<file path="config.mk">
export PLATFORM = sky130hd
export DESIGN_NAME = adder_tree_loader
export DESIGN_NICKNAME = d
export VERILOG_FILES = /design/src/rtl/adder_tree_loader_pkg.sv /design/src/rtl/adder_tree_lat_timer.sv /design/src/rtl/adder_tree_loader.sv
export SDC_FILE = /design/constraint.sdc
export NUM_CORES = 1
export LEC_CHECK = 0
export ABC_AREA = 1
export BUFFER_PORTS_ARGS = -buffer_cell sky130_fd_sc_hd__buf_2
export CORE_ASPECT_RATIO = 0.5
export CORE_MARGIN = 2
export CORE_UTILIZATION = 53
export DETAILED_ROUTE_END_ITERATION = 10
export PLACE_DENSITY = 0.85
export RECOVER_POWER = 25
export SKIP_CTS_REPAIR_TIMING = 1
export SYNTH_ARGS = -nofsm -noshare
export SYNTH_HDL_FRONTEND = slang
export SYNTH_SLANG_ARGS = --single-unit
</file>
<file path="constraint.sdc">
create_clock -name clk -period 2.07 [get_ports clk]
set_input_delay 0.207 -clock clk [delete_from_list [all_inputs] [get_ports clk]]
set_output_delay 0.207 -clock clk [all_outputs]
set_load 0.02 [all_outputs]
</file>
<file path="src/rtl/adder_tree_loader_pkg.sv">
// rtl/adder_tree_loader_pkg.sv - shared types and helpers for the adder tree loader
package adder_tree_loader_pkg;

  localparam int WORD_W = 16;

  typedef enum logic [1:0] {
    FILL,
    WAIT,
    DONE
  } loader_state_e;

  // Bit offset of slot k within the packed tree input bus.
  function automatic int slot_off(input int k);
    return k * WORD_W;
  endfunction

endpackage

</file>
<file path="src/rtl/adder_tree_lat_timer.sv">
// rtl/adder_tree_lat_timer.sv - latency timer, cleared on start, done while count equals LAT
module adder_tree_lat_timer #(
  parameter int LAT = 1
) (
  input  logic clk,
  input  logic rst,
  input  logic start,
  input  logic en,
  output logic done
);

  localparam int TW = $clog2(LAT + 2);

  logic [TW-1:0] count;

  always_ff @(posedge clk) begin
    if (rst || start) begin
      count <= '0;
    end else if (en) begin
      count <= count + TW'(1);
    end
  end

  assign done = (count == TW'(LAT));

endmodule

</file>
<file path="src/rtl/adder_tree_loader.sv">
// rtl/adder_tree_loader.sv - packs N stream words into the adder tree and captures its sum
module adder_tree_loader
  import adder_tree_loader_pkg::*;
#(
  parameter int N   = 2,
  parameter int LAT = $clog2(N)
) (
  input  logic                  clk,
  input  logic                  rst,
  input  logic [WORD_W-1:0]     s_data,
  input  logic                  s_valid,
  output logic                  s_ready,
  output logic [WORD_W*N-1:0]   tree_in,
  input  logic [WORD_W-1:0]     tree_out,
  output logic [WORD_W-1:0]     m_data,
  output logic                  m_valid,
  input  logic                  m_ready,
  output logic                  busy
);

  localparam int CW = $clog2(N);

  loader_state_e state, state_d;
  logic [CW-1:0] cnt;
  logic          accept;
  logic          last_accept;
  logic          capture;
  logic          out_hs;
  logic          timer_done;

  assign accept      = s_valid && s_ready;
  assign last_accept = accept && (cnt == CW'(N - 1));
  assign busy        = (state != FILL) || (cnt != '0);

  always_comb begin
    state_d = state;
    s_ready = 1'b0;
    capture = 1'b0;
    out_hs  = 1'b0;
    case (state)
      FILL: begin
        s_ready = 1'b1;
        if (s_valid && (cnt == CW'(N - 1))) begin
          state_d = WAIT;
        end
      end
      WAIT: begin
        if (timer_done) begin
          capture = 1'b1;
          state_d = DONE;
        end
      end
      DONE: begin
        if (m_valid && m_ready) begin
          out_hs  = 1'b1;
          state_d = FILL;
        end
      end
      default: state_d = FILL;
    endcase
  end

  adder_tree_lat_timer #(
    .LAT(LAT)
  ) u_lat_timer (
    .clk  (clk),
    .rst  (rst),
    .start(last_accept),
    .en   (state == WAIT),
    .done (timer_done)
  );

  always_ff @(posedge clk) begin
    if (rst) begin
      state   <= FILL;
      cnt     <= '0;
      tree_in <= '0;
      m_data  <= '0;
      m_valid <= 1'b0;
    end else begin
      state <= state_d;
      if (accept) begin
        cnt <= last_accept ? '0 : cnt + CW'(1);
      end
      // Slots are only overwritten, never cleared; every frame rewrites all of them.
      for (int k = 0; k < N; k++) begin
        if (accept && (cnt == CW'(k))) begin
          tree_in[slot_off(k) +: WORD_W] <= s_data;
        end
      end
      if (capture) begin
        m_data  <= tree_out;
        m_valid <= 1'b1;
      end else if (out_hs) begin
        m_valid <= 1'b0;
      end
    end
  end

endmodule
</file>
==> results of run 1 <==
-- cell families after synthesis --
kind of cell / after synthesis / synth area share, %
flip-flops: 54 / 45.45
buffers and inverters: 76 / 13.99
adder cells (fa/ha/maj): 1 / 0.5260
XOR/XNOR: 1 / 0.3683
AND/OR/NAND/NOR: 178 / 35.24
AO/OA/AOI/OAI: 21 / 4.419
-- power groups by stage --
stage	clock [mW]	combinational, mW	sequential [mW]
5_1_grt	0.644	0.478	1.14
4_1_cts	0.603	0.437	1.14
6_report	0.593	0.426	1.14
2_1_floorplan	0	0.244	1.23
3_5_place_dp	0	0.433	1.16
3_3_place_gp	0	0.422	1.16
-- layer usage --
| metal | share of wire (%) | vias to the layer above | track usage, % |
|---|---|---|---|
| li1 | - | 1185 | - |
| met1 | 44 | 1027 | 23.88 |
| met2 | 49 | 70 | 38.40 |
| met3 | 5.1 | 9 | 4.241 |
| met4 | 1.5 | 0 | 6.849 |
| met5 | 0 | - | 0 |
-- synth_stat cells --
master                     count
sky130_fd_sc_hd__inv_1        53
sky130_fd_sc_hd__inv_2         3
sky130_fd_sc_hd__buf_1         6
sky130_fd_sc_hd__xor2_1        1
sky130_fd_sc_hd__nand3_1      18
sky130_fd_sc_hd__buf_6         4
sky130_fd_sc_hd__buf_4         3
sky130_fd_sc_hd__nor2_1       54
sky130_fd_sc_hd__a21oi_1      19
sky130_fd_sc_hd__nand2_1      69
sky130_fd_sc_hd__clkbuf_1      2
sky130_fd_sc_hd__o21ai_0       2
sky130_fd_sc_hd__nand2_4       1
sky130_fd_sc_hd__dfxtp_1      54
sky130_fd_sc_hd__nand3_4       2
sky130_fd_sc_hd__ha_1          1
sky130_fd_sc_hd__buf_2         5
sky130_fd_sc_hd__nor2_8        2
sky130_fd_sc_hd__nand4_1      32
-- stage by stage --
| stage | area [µm²] | hold slack (ps) | setup WS [ps] | std cells | total power, mW |
|---|---|---|---|---|---|
| detailed placement | 2773 | 454.1 | 418.3 | 456 | 1.594 |
| floorplan | 2379 | 375.4 | 840.2 | 331 | 1.472 |
| finish | 2831 | 173.7 | 446.6 | 464 | 2.156 |
| global route | 2831 | 169.7 | 370.4 | 464 | 2.266 |
| CTS | 2864 | 168.3 | 443.1 | 464 | 2.176 |
| global placement | 2773 | 446.7 | 498.8 | 456 | 1.579 |
-- sequential cells by signal (all words and copies together), names as in the netlist --
name / flops
cnt: 1
m_data: 16
m_valid: 1
state: 2
tree_in: 32
u_lat_timer.count: 2
-- critical path: stages, from the launching register on --
cell and delay, ps:
sky130_fd_sc_hd__dfxtp_1 400, sky130_fd_sc_hd__nor2_8 420, sky130_fd_sc_hd__nand2_1 100, sky130_fd_sc_hd__buf_2 180
-- cell type report --
cell class              instances  area [µm²]
fillers                       407        1529
inverters                      56       210.2
multi-input cells             201       964.7
well taps                      57       71.32
clock inverters                 1       5.005
flip-flops and latches         54        1081
repair buffers                 88       412.9
clock buffers                   7       86.33
-- worst min path at each step --
stage,endpoint,slack [ps],cells past startpoint
3_3_place_gp,m_data[15],450,2
4_1_cts,m_data[5],170,3
6_report,m_data[6],170,3
3_5_place_dp,m_data[8],450,2
5_1_grt,m_data[8],170,3
2_1_floorplan,m_data[10],380,2
==> metrics.txt, run 1 <==
# TYPE chip_impl_metric gauge
chip_impl_info{name="status",value="completed"} 1
chip_impl_metric{name="drcViolationCount",unit=""} 0
chip_impl_metric{name="io_pins",unit=""} 87
chip_impl_info{name="rsz0062_at_grt",value="no"} 1
chip_impl_metric{name="final_critical_path_required_period",unit="ps"} 1623
chip_impl_metric{name="initial_utilization",unit="%"} 54.55
chip_impl_info{name="worstSetupEndpointType",value="output pin"} 1
chip_impl_metric{name="r2r_cells",unit=""} 4
chip_impl_info{name="yosys-top-cells-area",value="sky130_fd_sc_hd__dfxtp_1 (45%), sky130_fd_sc_hd__nand2_1 (11%), sky130_fd_sc_hd__nor2_1 (8.5%)"} 1
chip_impl_metric{name="first_global_vias",unit=""} 2016
chip_impl_info{name="worst_setup_path_endpoint",value="busy"} 1
chip_impl_metric{name="p_leak",unit="nW"} 1.417
chip_impl_metric{name="dieHeight",unit="µm"} 51.37
chip_impl_metric{name="final-max-slew-violation-count",unit=""} 0
chip_impl_metric{name="drt.antenna.violating_nets",unit=""} 0
chip_impl_metric{name="clkPwrFrac",unit="%"} 27.5
chip_impl_info{name="layout.cells.most_common_list",value="sky130_fd_sc_hd__nand2_1 (69), sky130_fd_sc_hd__buf_2 (60), sky130_fd_sc_hd__nor2_1 (54), sky130_fd_sc_hd__dfxtp_1 (54), sky130_fd_sc_hd__inv_1 (53)"} 1
chip_impl_metric{name="grt_max_degree",unit=""} 38
chip_impl_info{name="critPathLaunchType",value="flip-flop"} 1
chip_impl_metric{name="postSynthRegisterBits",unit=""} 54
chip_impl_metric{name="clock_network_latency_to_the_later_pin_of_the_worst_skew_pair",unit="ps"} 300
chip_impl_info{name="critical_path.startpoint",value="state[1]"} 1
chip_impl_metric{name="avg_inst_size_synth",unit="µm²"} 7.186
chip_impl_metric{name="register_to_register_setup_slack",unit="ps"} 600
chip_impl_info{name="worst_r2r_endpoint",value="u_lat_timer.count[0]"} 1
chip_impl_info{name="final_common_cell",value="sky130_fd_sc_hd__nand2_1"} 1
chip_impl_metric{name="num_vias",unit=""} 2291
chip_impl_metric{name="detail_route.wl_per_cell",unit="µm"} 11.22
chip_impl_metric{name="cts_max_level",unit=""} 2
chip_impl_metric{name="std_cell_rows",unit=""} 17
chip_impl_info{name="synth_largest_area_cell",value="sky130_fd_sc_hd__dfxtp_1"} 1
chip_impl_metric{name="min_period_over_period",unit="%"} 78.42
chip_impl_metric{name="drtIter0Drc",unit=""} 59
chip_impl_metric{name="fp.dieArea",unit="µm²"} 5072
chip_impl_metric{name="total_negative_setup_slack",unit="ps"} 0
chip_impl_metric{name="clkSinkCount",unit=""} 54
chip_impl_metric{name="cellInternalPower",unit="mW"} 1.510
chip_impl_metric{name="detailed_place_hpwl",unit="µm"} 3831
chip_impl_metric{name="critPathMaxFanout",unit=""} 37
chip_impl_metric{name="required",unit="ps"} 1860
chip_impl_metric{name="clk_transition_reported_paths",unit="ps"} 90
chip_impl_info{name="crit-reg2reg-launch",value="state[1]"} 1
chip_impl_metric{name="route.final.wire_length",unit="µm"} 5205
chip_impl_metric{name="power_density",unit="nW/µm²"} 761.4
chip_impl_info{name="critical_path_class",value="reg2out"} 1
chip_impl_metric{name="antennaDiodeCount",unit=""} 0
chip_impl_metric{name="relSlewSlack",unit="%"} 43.21
chip_impl_info{name="min_from",value="tree_out[6]"} 1
chip_impl_metric{name="detailedRoute.firstPassIterationCount",unit=""} 4
chip_impl_metric{name="power.combinational.fraction",unit="%"} 19.7
chip_impl_metric{name="power_frac_seq",unit="%"} 52.7
chip_impl_metric{name="netSwitchingPower",unit="mW"} 0.6457
chip_impl_metric{name="cts_made_buffers",unit=""} 5
chip_impl_metric{name="grt-ovfl-total",unit=""} 0
chip_impl_metric{name="worst_pin_slew",unit="ps"} 850.9
chip_impl_info{name="clock_tree_from_tritoncts",value="done"} 1
chip_impl_metric{name="crit_path_dat",unit="ps"} 1420
chip_impl_metric{name="nets",unit=""} 443
chip_impl_metric{name="net_count_of_the_mapped_netlist",unit=""} 368
chip_impl_metric{name="track_usage",unit="%"} 20.55
chip_impl_metric{name="synthToLayoutAreaGrowth",unit="%"} 19.04
chip_impl_metric{name="number_of_distinct_library_cells_after_synthesis",unit=""} 19
chip_impl_metric{name="netSwitchingFraction",unit="%"} 29.95
chip_impl_metric{name="layout.core_utilization",unit="%"} 64.94
chip_impl_metric{name="achievable-frequency",unit="MHz"} 616.0
chip_impl_info{name="clockRootBuffer",value="sky130_fd_sc_hd__clkbuf_8"} 1
chip_impl_metric{name="yosysWarnings",unit=""} 0
chip_impl_metric{name="synthDominantCellAreaShare",unit="%"} 45.45
chip_impl_metric{name="die_w",unit="µm"} 98.74
chip_impl_info{name="holdCritPathClass",value="in2reg"} 1
chip_impl_metric{name="coreArea",unit="µm²"} 4360
chip_impl_metric{name="portBuffers",unit=""} 86
chip_impl_metric{name="setup-violations-final",unit=""} 0
chip_impl_metric{name="finalClockSkew",unit="ps"} 3.933
chip_impl_metric{name="route.detailed.vias_per_inst",unit=""} 4.938
chip_impl_metric{name="grt_antenna_before_repair",unit=""} 0
chip_impl_metric{name="seq_area_frac_synth",unit="%"} 45.45
chip_impl_metric{name="final_layout_size_suffix_gt1_share",unit="%"} 18.92
chip_impl_metric{name="postSynthCellCount",unit=""} 331
chip_impl_metric{name="timing_hold_violations_final",unit=""} 0
chip_impl_metric{name="first_pass_grt_wire_length",unit="µm"} 8438
chip_impl_metric{name="mappedNetlistArea",unit="µm²"} 2379
chip_impl_metric{name="power.ir.vdd_worst",unit="mV"} 0.4053
chip_impl_metric{name="cts_buffer_depth",unit=""} 2
chip_impl_metric{name="place_congestion",unit=""} 0.8569
chip_impl_metric{name="max-cap-violations",unit=""} 0
Note: power is estimated with default switching activity, not from simulation.
==> run 2: changes to the inputs <==
Settings changed: CORE_UTILIZATION 53 to 49, PLACE_DENSITY 0.85 to 0.79.
Clock period 2.07 ns to 1.65 ns, I/O delays scaled along.
==> run 2 against run 1 <==
Compared with the run above: utilization fell by 1.5 points; worst setup slack got worse by 220 ps; routed wire length rose by 0.92%; non-clock buffer count rose by 4; sequential power rose by 25%; sequential cell count did not move; die area rose by 7.7%; clock skew rose by 3.9 ps; cell area rose by 1.5%; critical endpoint unchanged; highest routed layer unchanged.
==> metrics.txt, run 2 (synthesis gave the netlist of run 1 again) <==
# TYPE chip_impl_metric gauge
chip_impl_metric{name="power_density",unit="nW/µm²"} 943.3
chip_impl_metric{name="synthToLayoutAreaGrowth",unit="%"} 20.78
chip_impl_metric{name="finalWorstSetupSlack",unit="ps"} 231.4
chip_impl_metric{name="layout.core_utilization",unit="%"} 63.41
chip_impl_metric{name="layout.area.seq",unit="µm²"} 1081
chip_impl_metric{name="route.detailed.vias_per_inst",unit=""} 4.893
chip_impl_metric{name="detailedRoute.firstPassIterationCount",unit=""} 4
chip_impl_metric{name="detail_route.wl_per_cell",unit="µm"} 11.01
chip_impl_info{name="layout.cells.most_common_list",value="sky130_fd_sc_hd__nand2_1 (69), sky130_fd_sc_hd__buf_2 (60), sky130_fd_sc_hd__nor2_1 (54), sky130_fd_sc_hd__dfxtp_1 (54), sky130_fd_sc_hd__inv_1 (53)"} 1
chip_impl_metric{name="place_congestion",unit=""} 0.8938
chip_impl_metric{name="achievable-frequency",unit="MHz"} 704.9
chip_impl_metric{name="cts_max_level",unit=""} 2
chip_impl_metric{name="route.final.wire_length",unit="µm"} 5253
chip_impl_metric{name="max-cap-violations",unit=""} 0
chip_impl_metric{name="crit_path_dat",unit="ps"} 1250
chip_impl_metric{name="portBuffers",unit=""} 86
chip_impl_metric{name="final_critical_path_required_period",unit="ps"} 1419
chip_impl_metric{name="relSlewSlack",unit="%"} 71.67
chip_impl_info{name="critical_path_class",value="reg2out"} 1
chip_impl_info{name="holdCritPathClass",value="in2reg"} 1
chip_impl_metric{name="required",unit="ps"} 1480
chip_impl_metric{name="p_leak",unit="nW"} 1.435
chip_impl_info{name="worstSetupEndpointType",value="output pin"} 1
chip_impl_metric{name="die_w",unit="µm"} 102.5
chip_impl_info{name="clockRootBuffer",value="sky130_fd_sc_hd__clkbuf_8"} 1
chip_impl_metric{name="clkSinkCount",unit=""} 54
chip_impl_metric{name="setup-violations-final",unit=""} 0
chip_impl_metric{name="count_of_filler_cells_inserted_in_the_layout",unit=""} 434
chip_impl_metric{name="drt.antenna.violating_nets",unit=""} 0
chip_impl_metric{name="dieHeight",unit="µm"} 53.27
chip_impl_metric{name="grt_antenna_before_repair",unit=""} 0
chip_impl_metric{name="final-max-slew-violation-count",unit=""} 0
chip_impl_metric{name="nets",unit=""} 447
chip_impl_info{name="max_flop_register",value="tree_in"} 1
chip_impl_metric{name="power.ir.vdd_worst",unit="mV"} 0.4769
chip_impl_metric{name="antennaDiodeCount",unit=""} 0
chip_impl_metric{name="fp.dieArea",unit="µm²"} 5461
chip_impl_metric{name="detailed_place_hpwl",unit="µm"} 3808
chip_impl_metric{name="cts_buffer_depth",unit=""} 2
chip_impl_metric{name="std_cell_rows",unit=""} 17
chip_impl_metric{name="detailedPlace.worstSlack",unit="ps"} 389.3
chip_impl_metric{name="total_negative_setup_slack",unit="ps"} 0
chip_impl_info{name="status",value="completed"} 1
chip_impl_metric{name="final_layout_size_suffix_gt1_share",unit="%"} 19.71
chip_impl_metric{name="multi_input_area",unit="µm²"} 964.7
chip_impl_metric{name="cts_made_buffers",unit=""} 5
chip_impl_metric{name="dpl-instance-area",unit="µm²"} 2814
chip_impl_info{name="critPathLaunchType",value="flip-flop"} 1
chip_impl_metric{name="clk_transition_reported_paths",unit="ps"} 90
chip_impl_metric{name="drcViolationCount",unit=""} 0
chip_impl_metric{name="critPathMaxFanout",unit=""} 17
chip_impl_metric{name="first_pass_grt_wire_length",unit="µm"} 7990
chip_impl_metric{name="initial_utilization",unit="%"} 52.50
chip_impl_metric{name="grt-ovfl-total",unit=""} 0
chip_impl_metric{name="timing_hold_violations_final",unit=""} 0
chip_impl_metric{name="grt_max_degree",unit=""} 34
chip_impl_metric{name="first_global_vias",unit=""} 1944
chip_impl_info{name="clock_tree_from_tritoncts",value="done"} 1
chip_impl_metric{name="worst_pin_slew",unit="ps"} 424.4
chip_impl_info{name="largest_registers",value="tree_in: 32 flops, m_data: 16 flops"} 1
chip_impl_metric{name="coreArea",unit="µm²"} 4531
chip_impl_metric{name="min_period_over_period",unit="%"} 85.98
chip_impl_metric{name="io_pins",unit=""} 87
chip_impl_info{name="final_common_cell",value="sky130_fd_sc_hd__nand2_1"} 1
chip_impl_metric{name="largest_register_ffs",unit=""} 32
chip_impl_info{name="rsz0062_at_grt",value="no"} 1
chip_impl_metric{name="drtIter0Drc",unit=""} 162
chip_impl_metric{name="final_design_area_no_fill",unit="µm²"} 2873
chip_impl_metric{name="finalClockSkew",unit="ps"} 7.796
chip_impl_metric{name="clock_network_latency_to_the_later_pin_of_the_worst_skew_pair",unit="ps"} 300
chip_impl_metric{name="track_usage",unit="%"} 18.93
chip_impl_metric{name="fin_total_pwr",unit="mW"} 2.710
chip_impl_metric{name="num_vias",unit=""} 2334
-- run 2: changes by cell type in the layout (fill, tap and decap cells not counted), sizes merged --
cell and change:
buf +4
-- run 2: final cells by class --
class	count	area share (%)
multi-input cells	201	33.58
flip-flops and latches	54	37.63
clock buffers	7	3.005
inverters	56	7.317
well taps	66	2.875
repair buffers	92	15.42
clock inverters	1	0.1742
-- run 2: power breakdown --
part	switching [mW]	total, mW	internal (mW)
Sequential	0.0433	1.42	1.38
Clock	0.403	0.742	0.339
Combinational	0.362	0.543	0.181
Total	0.808	2.71	1.90
-- run 2: critical path: stages (launching register included) --
cell,delay (ps)
sky130_fd_sc_hd__dfxtp_1,400
sky130_fd_sc_hd__nor2_8,280
sky130_fd_sc_hd__nand2_1,100
sky130_fd_sc_hd__buf_2,170
-- run 2: worst paths after layout --
kind	start	end	slack [ps]	cells past startpoint
setup reg to reg	state[1]	tree_in[5]	350	5
hold / removal	tree_out[15]	m_data[15]	130	3
hold reg to reg	m_data[3]	m_data[3]	470	2
setup / recovery	state[1]	busy	230	3
-- run 2: metrics by stage --
step	hold WS, ps	instances
3_3_place_gp	443.8	469
5_1_grt	120.3	477
6_report	133.5	477
4_1_cts	120.8	477
2_1_floorplan	333.4	331
3_5_place_dp	451.6	469
-- run 2: metal layers --
metal	vias to the layer above	track usage (%)	wire length [µm]
li1	1189	-	-
met1	1049	21.55	2326
met2	81	34.42	2502
met3	15	5.416	325
met4	0	6.667	99
met5	-	0	0
